--- config.mk ---
export PLATFORM = sky130hd
export DESIGN_NAME = pipe_stage_skid
export DESIGN_NICKNAME = d
export VERILOG_FILES = /design/src/rtl/pipe_stage_skid.sv
export SDC_FILE = /design/constraint.sdc
export NUM_CORES = 1
export LEC_CHECK = 0
export ABC_AREA = 1
export CAP_MARGIN = 20
export CORE_ASPECT_RATIO = 0.7
export CORE_MARGIN = 5
export CORE_UTILIZATION = 45
export CTS_CLUSTER_DIAMETER = 100
export DETAILED_ROUTE_END_ITERATION = 10
export PLACE_DENSITY = 0.78
export REMOVE_ABC_BUFFERS = 1
export SLEW_MARGIN = 5
export SYNTH_ARGS = -nofsm -noshare
export SYNTH_HDL_FRONTEND = slang
export SYNTH_SLANG_ARGS = --single-unit
--- constraint.sdc ---
create_clock -name clk -period 5.55 [get_ports clk]
set_clock_uncertainty 0.1 [all_clocks]
set_input_delay 1.11 -clock clk [delete_from_list [all_inputs] [get_ports clk]]
set_output_delay 1.11 -clock clk [all_outputs]
set_load 0.01 [all_outputs]
--- src/rtl/pipe_stage_skid.sv ---
`default_nettype none
// +----------------------------------------------------------------------------+
// | Module      : pipe_stage_skid                                              |
// | Description : Inter-stage pipeline register with valid/ready handshake,    |
// |               optional 2-entry skid, hazard stall and branch flush.        |
// | Revision    : 1.0 - initial release                                        |
// +----------------------------------------------------------------------------+
module pipe_stage_skid #(
    parameter int CTRL_W  = 10,
    parameter int DATA_W  = 112,
    parameter int SKID_EN = 1
) (
    input  logic              clk,
    input  logic              reset,
    input  logic              in_valid,
    output logic              in_ready,
    input  logic [CTRL_W-1:0] in_ctrl,
    input  logic [DATA_W-1:0] in_data,
    output logic              out_valid,
    input  logic              out_ready,
    output logic [CTRL_W-1:0] out_ctrl,
    output logic [DATA_W-1:0] out_data,
    input  logic              stall,
    input  logic              flush,
    output logic [1:0]        occupancy
);

    logic              r_main_valid;
    logic [CTRL_W-1:0] r_main_ctrl;
    logic [DATA_W-1:0] r_main_data;

    logic w_out_valid;
    logic w_in_ready;
    logic w_skid_valid;
    logic w_acc;
    logic w_drn;

    // Stall hides the held beat from downstream, so no handshake can complete.
    assign w_out_valid = r_main_valid & ~stall;
    assign w_acc       = in_valid & w_in_ready;
    assign w_drn       = w_out_valid & out_ready;

    assign in_ready  = w_in_ready;
    assign out_valid = w_out_valid;
    assign out_ctrl  = r_main_ctrl & {CTRL_W{w_out_valid}};
    assign out_data  = r_main_data;
    assign occupancy = {1'b0, r_main_valid} + {1'b0, w_skid_valid};

    generate
        if (SKID_EN != 0) begin : g_skid
            logic              r_skid_valid;
            logic [CTRL_W-1:0] r_skid_ctrl;
            logic [DATA_W-1:0] r_skid_data;

            // Registered ready: no combinational path from out_ready.
            assign w_in_ready   = ~r_skid_valid & ~stall;
            assign w_skid_valid = r_skid_valid;

            always_ff @(posedge clk) begin
                if (reset) begin
                    r_main_valid <= 1'b0;
                    r_main_ctrl  <= '0;
                    r_main_data  <= '0;
                    r_skid_valid <= 1'b0;
                    r_skid_ctrl  <= '0;
                    r_skid_data  <= '0;
                end else if (flush) begin
                    r_main_valid <= 1'b0;
                    r_main_ctrl  <= '0;
                    r_skid_valid <= 1'b0;
                    r_skid_ctrl  <= '0;
                end else if (!r_main_valid) begin
                    if (w_acc) begin
                        r_main_valid <= 1'b1;
                        r_main_ctrl  <= in_ctrl;
                        r_main_data  <= in_data;
                    end
                end else if (r_skid_valid) begin
                    if (w_drn) begin
                        r_main_ctrl  <= r_skid_ctrl;
                        r_main_data  <= r_skid_data;
                        r_skid_valid <= 1'b0;
                    end
                end else if (w_acc && w_drn) begin
                    r_main_ctrl <= in_ctrl;
                    r_main_data <= in_data;
                end else if (w_acc) begin
                    r_skid_valid <= 1'b1;
                    r_skid_ctrl  <= in_ctrl;
                    r_skid_data  <= in_data;
                end else if (w_drn) begin
                    r_main_valid <= 1'b0;
                end
            end
        end else begin : g_noskid
            assign w_in_ready   = (~r_main_valid | out_ready) & ~stall;
            assign w_skid_valid = 1'b0;

            always_ff @(posedge clk) begin
                if (reset) begin
                    r_main_valid <= 1'b0;
                    r_main_ctrl  <= '0;
                    r_main_data  <= '0;
                end else if (flush) begin
                    r_main_valid <= 1'b0;
                    r_main_ctrl  <= '0;
                end else if (w_acc) begin
                    r_main_valid <= 1'b1;
                    r_main_ctrl  <= in_ctrl;
                    r_main_data  <= in_data;
                end else if (w_drn) begin
                    r_main_valid <= 1'b0;
                end
            end
        end
    endgenerate

endmodule
`default_nettype wire

**Yosys cells after proc, flatten, opt, wreduce, memory -nomap -nowiden**

Index checks and enable logic that the tools add are counted.

- Bits in registers: 246
- Output and inout port bits: 126
- Input bits: 128
- Logic and storage cells: 43

- Bitwise gates (word level): 9
- Add/sub/neg operators: 1
- Eq/ne operators: 2
- Muxes and demuxes: 18
- Reductions and logical operators: 7

Operators with widths:

| operator | count |
|---|---|
| 2-to-1 mux 112 bit | 5 |
| 2-to-1 mux 10 bit | 5 |
| bitwise AND 10 bit | 1 |
| 2-to-1 mux 1 bit | 8 |
| AND reduction 4 bit | 2 |
| AND reduction 5 bit | 1 |
| bitwise AND 1 bit | 4 |
| inverter 1 bit | 4 |
| != test 3 x 1 -> 1 bit, second input constant | 1 |
| != test 3 bit, second input constant | 1 |
| AND reduction 3 bit | 1 |
| adder 1 x 1 -> 2 bit | 1 |
| nonzero test 2 bit | 1 |
| OR reduction 2 bit | 1 |
| logical AND 1 bit | 1 |

**Longest topological paths before layout**

Gate-level depths: netlist of the first run.

- Depth after elaboration: 8
- Gate-level depth with buffers: 13
- Gate-level depth less buffers: 9

**Worst setup path before layout of the first run**

OpenSTA, ideal clock, no wires.

- Kind: input port to output port
- Start point: input stall
- End point: output out_valid
- Stages: 4
- Data required time: 4.340 ns
- Slack: 2.769 ns
- Arrival: 1.571 ns
- Path buffers: 1
- Path through: inv_2 -> nand2_1 -> clkbuf_1 -> inv_1

- Word-level cells in the longest chain between the ends: 2

RTL lines:

| item | RTL line | RTL |
|---|---|---|
| start: declaration | 23 | `input logic stall,` |
| inverter 1 bit | 39 | `assign w_out_valid = r_main_valid & ~stall;` |
| bitwise AND 1 bit | 39 |  |
| end: declaration | 19 | `output logic out_valid,` |

Every way passes these cells.

**Final worst setup path of the first run**

- Start point: register r_main_valid
- End point: output out_ctrl[6]

- Word-level cells in the longest chain between the ends: 2

RTL lines:

| item | RTL line | RTL |
|---|---|---|
| start: declaration | 28 | `logic r_main_valid;` |
| start signal: assignment | 61 | `r_main_valid <= 1'b0;` |
| start signal: assignment | 68 | `r_main_valid <= 1'b0;` |
| start signal: assignment | 74 | `r_main_valid <= 1'b1;` |
| bitwise AND 1 bit | 39 |  |
| bitwise AND 10 bit | 45 | `assign out_ctrl = r_main_ctrl & {CTRL_W{w_out_valid}};` |
| end: declaration | 21 | `output logic [CTRL_W-1:0] out_ctrl,` |

Every way passes these cells.

==> impl_metrics.ini, run 1 <==
[clock_network]
cts_resized = 0
cts_root_buffer = clkbuf_16
cts_tree = yes
clock_path_buffers = 3
clock-sinks = 246
cts_setup_buffers = 0
clk_pin_slew_ns = 0.06
ctsHoldBuffers = 0
clk_latency_ns = 0.52
cts_inserted_buffers = 26
htree_num_levels = 1

[floorplan]
io_pins = 254
die_w_um = 206
die-area_mm2 = 0.0304
die_h_um = 147
start_util_pct = 45.5
core_region_area_mm2 = 0.0267
rows = 50

[yosys]
yosys.area.top_type = dfxtp_1
async_reset_ff_share_pct = 0
synthCells = 1987
synth_area_mm2 = 0.0121
synth.top_cell.area_share_pct = 40.6
yosysMostFrequentCell = nand2_1
ys_seq_area_share_pct = 40.6
ys_seq_elements = 246
synth_warnings = 0
synth.top_cells.by_area = dfxtp_1 (41%), nand2_1 (18%), nor2_1 (12%)
ys_types = 18
synth-edff-count = 0
synth-main-ff-cell = dfxtp_1
yosys-top-cells-count = nand2_1 (594), nor2_1 (387), dfxtp_1 (246)
syn_avg_cell_area_um2 = 6.10

[drt]
wl_per_cell_um = 13.1
vias_per_cell = 4.78
first_pass_iters = 7
drc = 0
postRouteAntennaNets = 0
vias = 12100
routed_wl_um = 32900
drt_iter0_drc = 859

[cells_and_area]
drive_above_1_share_pct = 3.06
area_delta_synth_final_pct = 27.3
fin_cells = 2520
fin_nets = 2268
multi_input_comb_area_mm2 = 0.00560
fillers = 2503
num_antenna_cells = 0
register_area_mm2 = 0.00493
utilization_pct = 57.9

[pwr]
peakVddDrop_mv = 0.203
power_frac_clock_pct = 42.1
p_leak_nw = 7.61
powerDensity_mw_per_mm2 = 272
switchingPower_mw = 1.05
p_comb_share_pct = 13.2
p_int_mw = 3.14
p_seq_share_pct = 44.7
switching_share_pct = 25.1
total_power_mw = 4.19

[setup_path]
slowest_delay_ns = 0.96
cp_cell_sequence = nand2_1, nor2_1, clkdlybuf4s50_1
crit_path_top_delay_cell = dfxtp_4
cp-start-kind = flip-flop
critPathRequiredTime_ns = 4.34
cp-end-kind = primary output
crit_fanout = 72
arrival_ns = 2.78
crit_type = reg -> out

[global_route]
grt_antenna_before_repair = 3
grt_pass1_wl_um = 54300
overflow = 0
grt_pass1_vias = 10900
grt_max_degree = 236
track_usage_pct = 20.9

[timing]
rsz0062_at_grt = no
tightest_slew_ns = 1.18
setup_viol = 0
period_needed_ns = 3.99
fmax_ghz = 0.251
hold_viol = 0
slew_violations = 0
setup_tns_ns = 0
max_slew_margin_pct = 21.1
layout_worst_path_cycle_share_pct = 71.9

[place]
place_congestion = 0.800
dp.cells = 2473
place.port_buffers = 253
post-dp-hpwl_um = 19400

[worst_hold_path]
min_path_type = reg -> reg

[flow_run]
maxCapViolCount = 0

[run_status]
status = finished, final reports clean
==> metal layers <==
metal	track usage, %	vias to the layer above	routed length (µm)
li1	-	6297	-
met1	28.6	5376	15000
met2	33.6	326	14600
met3	5.60	45	2790
met4	3.66	6	506
met5	0	-	33
==> power groups by stage <==
stage | Clock, mW | Sequential (mW) | Combinational [mW]
after global routing | 1.89 | 1.88 | 0.621
after CTS | 1.81 | 1.87 | 0.557
final | 1.77 | 1.87 | 0.554
after detailed placement | 0 | 1.91 | 0.553
after floorplan | 0 | 1.93 | 0.263
after global placement | 0 | 1.91 | 0.544
==> flip-flops by register name, summed over array words and instances (netlist names) <==
name and flops:
r_main_valid 1, out_data 112, r_main_ctrl 10, g_skid.r_skid_valid 1, g_skid.r_skid_ctrl 10, g_skid.r_skid_data 112
==> worst paths after layout <==
kind | start | endpoint | slack, ns | cells after the start
min reg2reg | r_main_ctrl[1] | r_main_ctrl[1] | 0.38 | 2
min | r_main_ctrl[1] | r_main_ctrl[1] | 0.38 | 2
max | r_main_valid | out_ctrl[6] | 1.56 | 3
max reg2reg | r_main_valid | out_data[13] | 2.08 | 8
==> through the flow <==
step           setup slack, ns  hold slack (ns)  cell area (µm²)
2_1_floorplan            -2.28            0.351            11400
3_3_place_gp              1.61            0.361            14600
3_5_place_dp              1.60            0.368            14600
4_1_cts                   1.53            0.384            15400
5_1_grt                   1.36            0.402            15400
6_report                  1.56            0.380            15400
==> cells by family (layout without fill, tap and decap cells) <==
kind of cell | Yosys count | in the layout | synth area share (%)
compound gates | 132 | 132 | 5.47
fa+ha+maj | 2 | 2 | 0.206
buf+inv | 387 | 556 | 13.3
flops | 246 | 246 | 40.6
simple gates | 1220 | 1220 | 40.4
==> layout by cell type, fill, tap and decap left out, types with 4 or more instances in the layout <==
cell type / n
clkbuf_1: 4
inv_1: 240
nand3_1: 235
clkinv_2: 5
nor2_1: 387
dfxtp_1: 244
clkbuf_16: 27
clkdlybuf4s50_1: 253
buf_4: 10
clkbuf_8: 9
nand2_1: 593
o21ai_0: 16
a21oi_1: 113
==> critical path, delay by kind of cell, from the launching register on <==
kind,cells,cell delay [ns]
DFF,1,0.96
and+or+nand+nor,2,0.67
buffers and inverters,1,0.62
==> layout make-up <==
class | instances | area share, %
clock buffers | 40 | 5.28
clock inverters | 6 | 0.357
flip-flops and latches | 246 | 31.9
multi-input cells | 1354 | 36.3
well taps | 364 | 2.95
inverters | 245 | 6.02
repair buffers | 265 | 17.1
No activity file was read; power rests on OpenSTA's default activity.
==> run 2: changes to the inputs <==
PLACE_DENSITY = 0.81   (was 0.78)
clock period = 3.5 ns   (was 5.55 ns; I/O delays follow)
==> run 2 against run 1 <==
  * Final cell count rose by 0.32%
  * Hold slack improved by 0.00069 ns
  * Wire length up 3.0%
  * Critical path type is now in -> out
  * Utilization increased by 0.74 points
  * Sequential share of layout area is 0.40 points lower
  * Critical path depth grew 2
==> impl_metrics.ini, run 2 (synthesized netlist as in run 1, its figures left out) <==
[setup_path]
cp-end-kind = primary output
ff2ff_setup_slack_ns = 1.02
crit_type = in -> out
crit_path_top_delay_cell = clkdlybuf4s50_1
critPathRequiredTime_ns = 2.70
crit_fanout = 11
cp_top_family = buffers and inverters
crit_path_frequent_cell = clkdlybuf4s50_1
cp-start-kind = input pin
slowest_delay_ns = 0.60
crit_buf_inv = 3
r2r-end = out_data[78]
regToRegStartpoint = r_main_valid
cp_cell_sequence = clkdlybuf4s50_1, inv_2, nand2_1, nor2_1, clkdlybuf4s50_1
worst-r2r-cell-count = 6
arrival_ns = 2.26

[place]
place.port_buffers = 253
place_congestion = 0.800
place_ws_ns = 0.437
dp.cells = 2481
post-dp-hpwl_um = 21000

[cells_and_area]
final_cell_mix = nand2_1 (593), nor2_1 (387), clkdlybuf4s50_1 (253)
drive_above_1_share_pct = 3.42
final_common_cell = nand2_1
fin_cells = 2528
fin_nets = 2275
fillers = 2523
area_delta_synth_final_pct = 28.9
num_antenna_cells = 0

[timing]
tightest_slew_ns = 0.841
layout_worst_path_cycle_share_pct = 87.3
setup_viol = 0
period_needed_ns = 3.06
worst_slack_ns = 0.445
setup_tns_ns = 0
hold_viol = 0
slew_violations = 0
max_slew_margin_pct = 44.0
fmax_ghz = 0.327
rsz0062_at_grt = no

[worst_hold_path]
whs_endpoint = r_main_ctrl[2]
min_path_type = reg -> reg
hp-start = r_main_ctrl[2]
min_path_cells = 2

[pwr]
p_leak_nw = 7.70
powerDensity_mw_per_mm2 = 436
peakVddDrop_mv = 0.329
total_power_mw = 6.81

[clock_network]
cts_resized = 0
cts_tree = yes
cts_setup_buffers = 0
clock-sinks = 246
htree_num_levels = 1
clk_pin_slew_ns = 0.06
ctsHoldBuffers = 0
cts_inserted_buffers = 26
cts_root_buffer = clkbuf_16
clock_path_buffers = 3
clk_latency_ns = 0.53

[floorplan]
core_region_area_mm2 = 0.0267
die_w_um = 206
io_pins = 254
start_util_pct = 45.5
die_h_um = 147
die-area_mm2 = 0.0304
rows = 50

[drt]
vias = 12300
drt_iter0_drc = 909
postRouteAntennaNets = 0
wl_per_cell_um = 13.4
first_pass_iters = 6
routed_wl_um = 33900
vias_per_cell = 4.87
drc = 0

[global_route]
grt_antenna_before_repair = 4
grt_pass1_vias = 11400
grt_max_degree = 131
overflow = 0
grt_pass1_wl_um = 55900
track_usage_pct = 21.5

[run_status]
status = finished, final reports clean

[flow_run]
maxCapViolCount = 0
## run 2: how the worst max path moves through the flow
stage | cells past startpoint | slack, ns | end | start
2_1_floorplan | 7 | -4.33 | out_data[0] | r_main_valid
3_3_place_gp | 5 | 0.43 | out_ctrl[8] | stall
3_5_place_dp | 5 | 0.44 | out_ctrl[8] | stall
4_1_cts | 5 | 0.42 | out_ctrl[8] | stall
5_1_grt | 5 | 0.31 | out_ctrl[8] | stall
6_report | 5 | 0.44 | out_ctrl[8] | stall
## run 2: worst min-delay path, cell delays in order (launching register included)
cell and delay (ns):
dfxtp_1 0.32, nor2_1 0.05, nor2_1 0.08
## run 2: area by class of cell
| class | instances | area [µm²] | share of cell area [%] |
|---|---|---|---|
| Clock inverter | 9 | 126 | 0.808 |
| Multi-Input combinational cell | 1354 | 5600 | 35.8 |
| Clock buffer | 38 | 787 | 5.03 |
| Timing Repair Buffer | 272 | 2800 | 17.9 |
| Inverter | 245 | 930 | 5.95 |
| Sequential cell | 246 | 4930 | 31.5 |
| Tap cell | 364 | 455 | 2.91 |
## run 2: report_power, final
group / leakage [nW] / internal, mW / switching, mW
Combinational: 5.25 / 0.427 / 0.483
Sequential: 2.00 / 2.90 / 0.0601
Clock: 0.450 / 1.78 / 1.16
Total: 7.70 / 5.11 / 1.71
## run 2: layer usage
layer / vias to the layer above / wire, µm / track usage, %
li1: 6322 / - / -
met1: 5536 / 15100 / 28.7
met2: 404 / 15300 / 35.1
met3: 50 / 2940 / 5.87
met4: 8 / 549 / 4.16
met5: - / 53 / 0
## run 2: per-stage QoR
stage | hold slack [ns] | utilization [%] | area (µm²)
floorplan | 0.351 | - | 11400
detailed placement | 0.367 | 55.2 | 14700
global route | 0.404 | 58.7 | 15600
global placement | 0.361 | 55.2 | 14700
CTS | 0.383 | 58.7 | 15600
finish | 0.380 | 58.7 | 15600
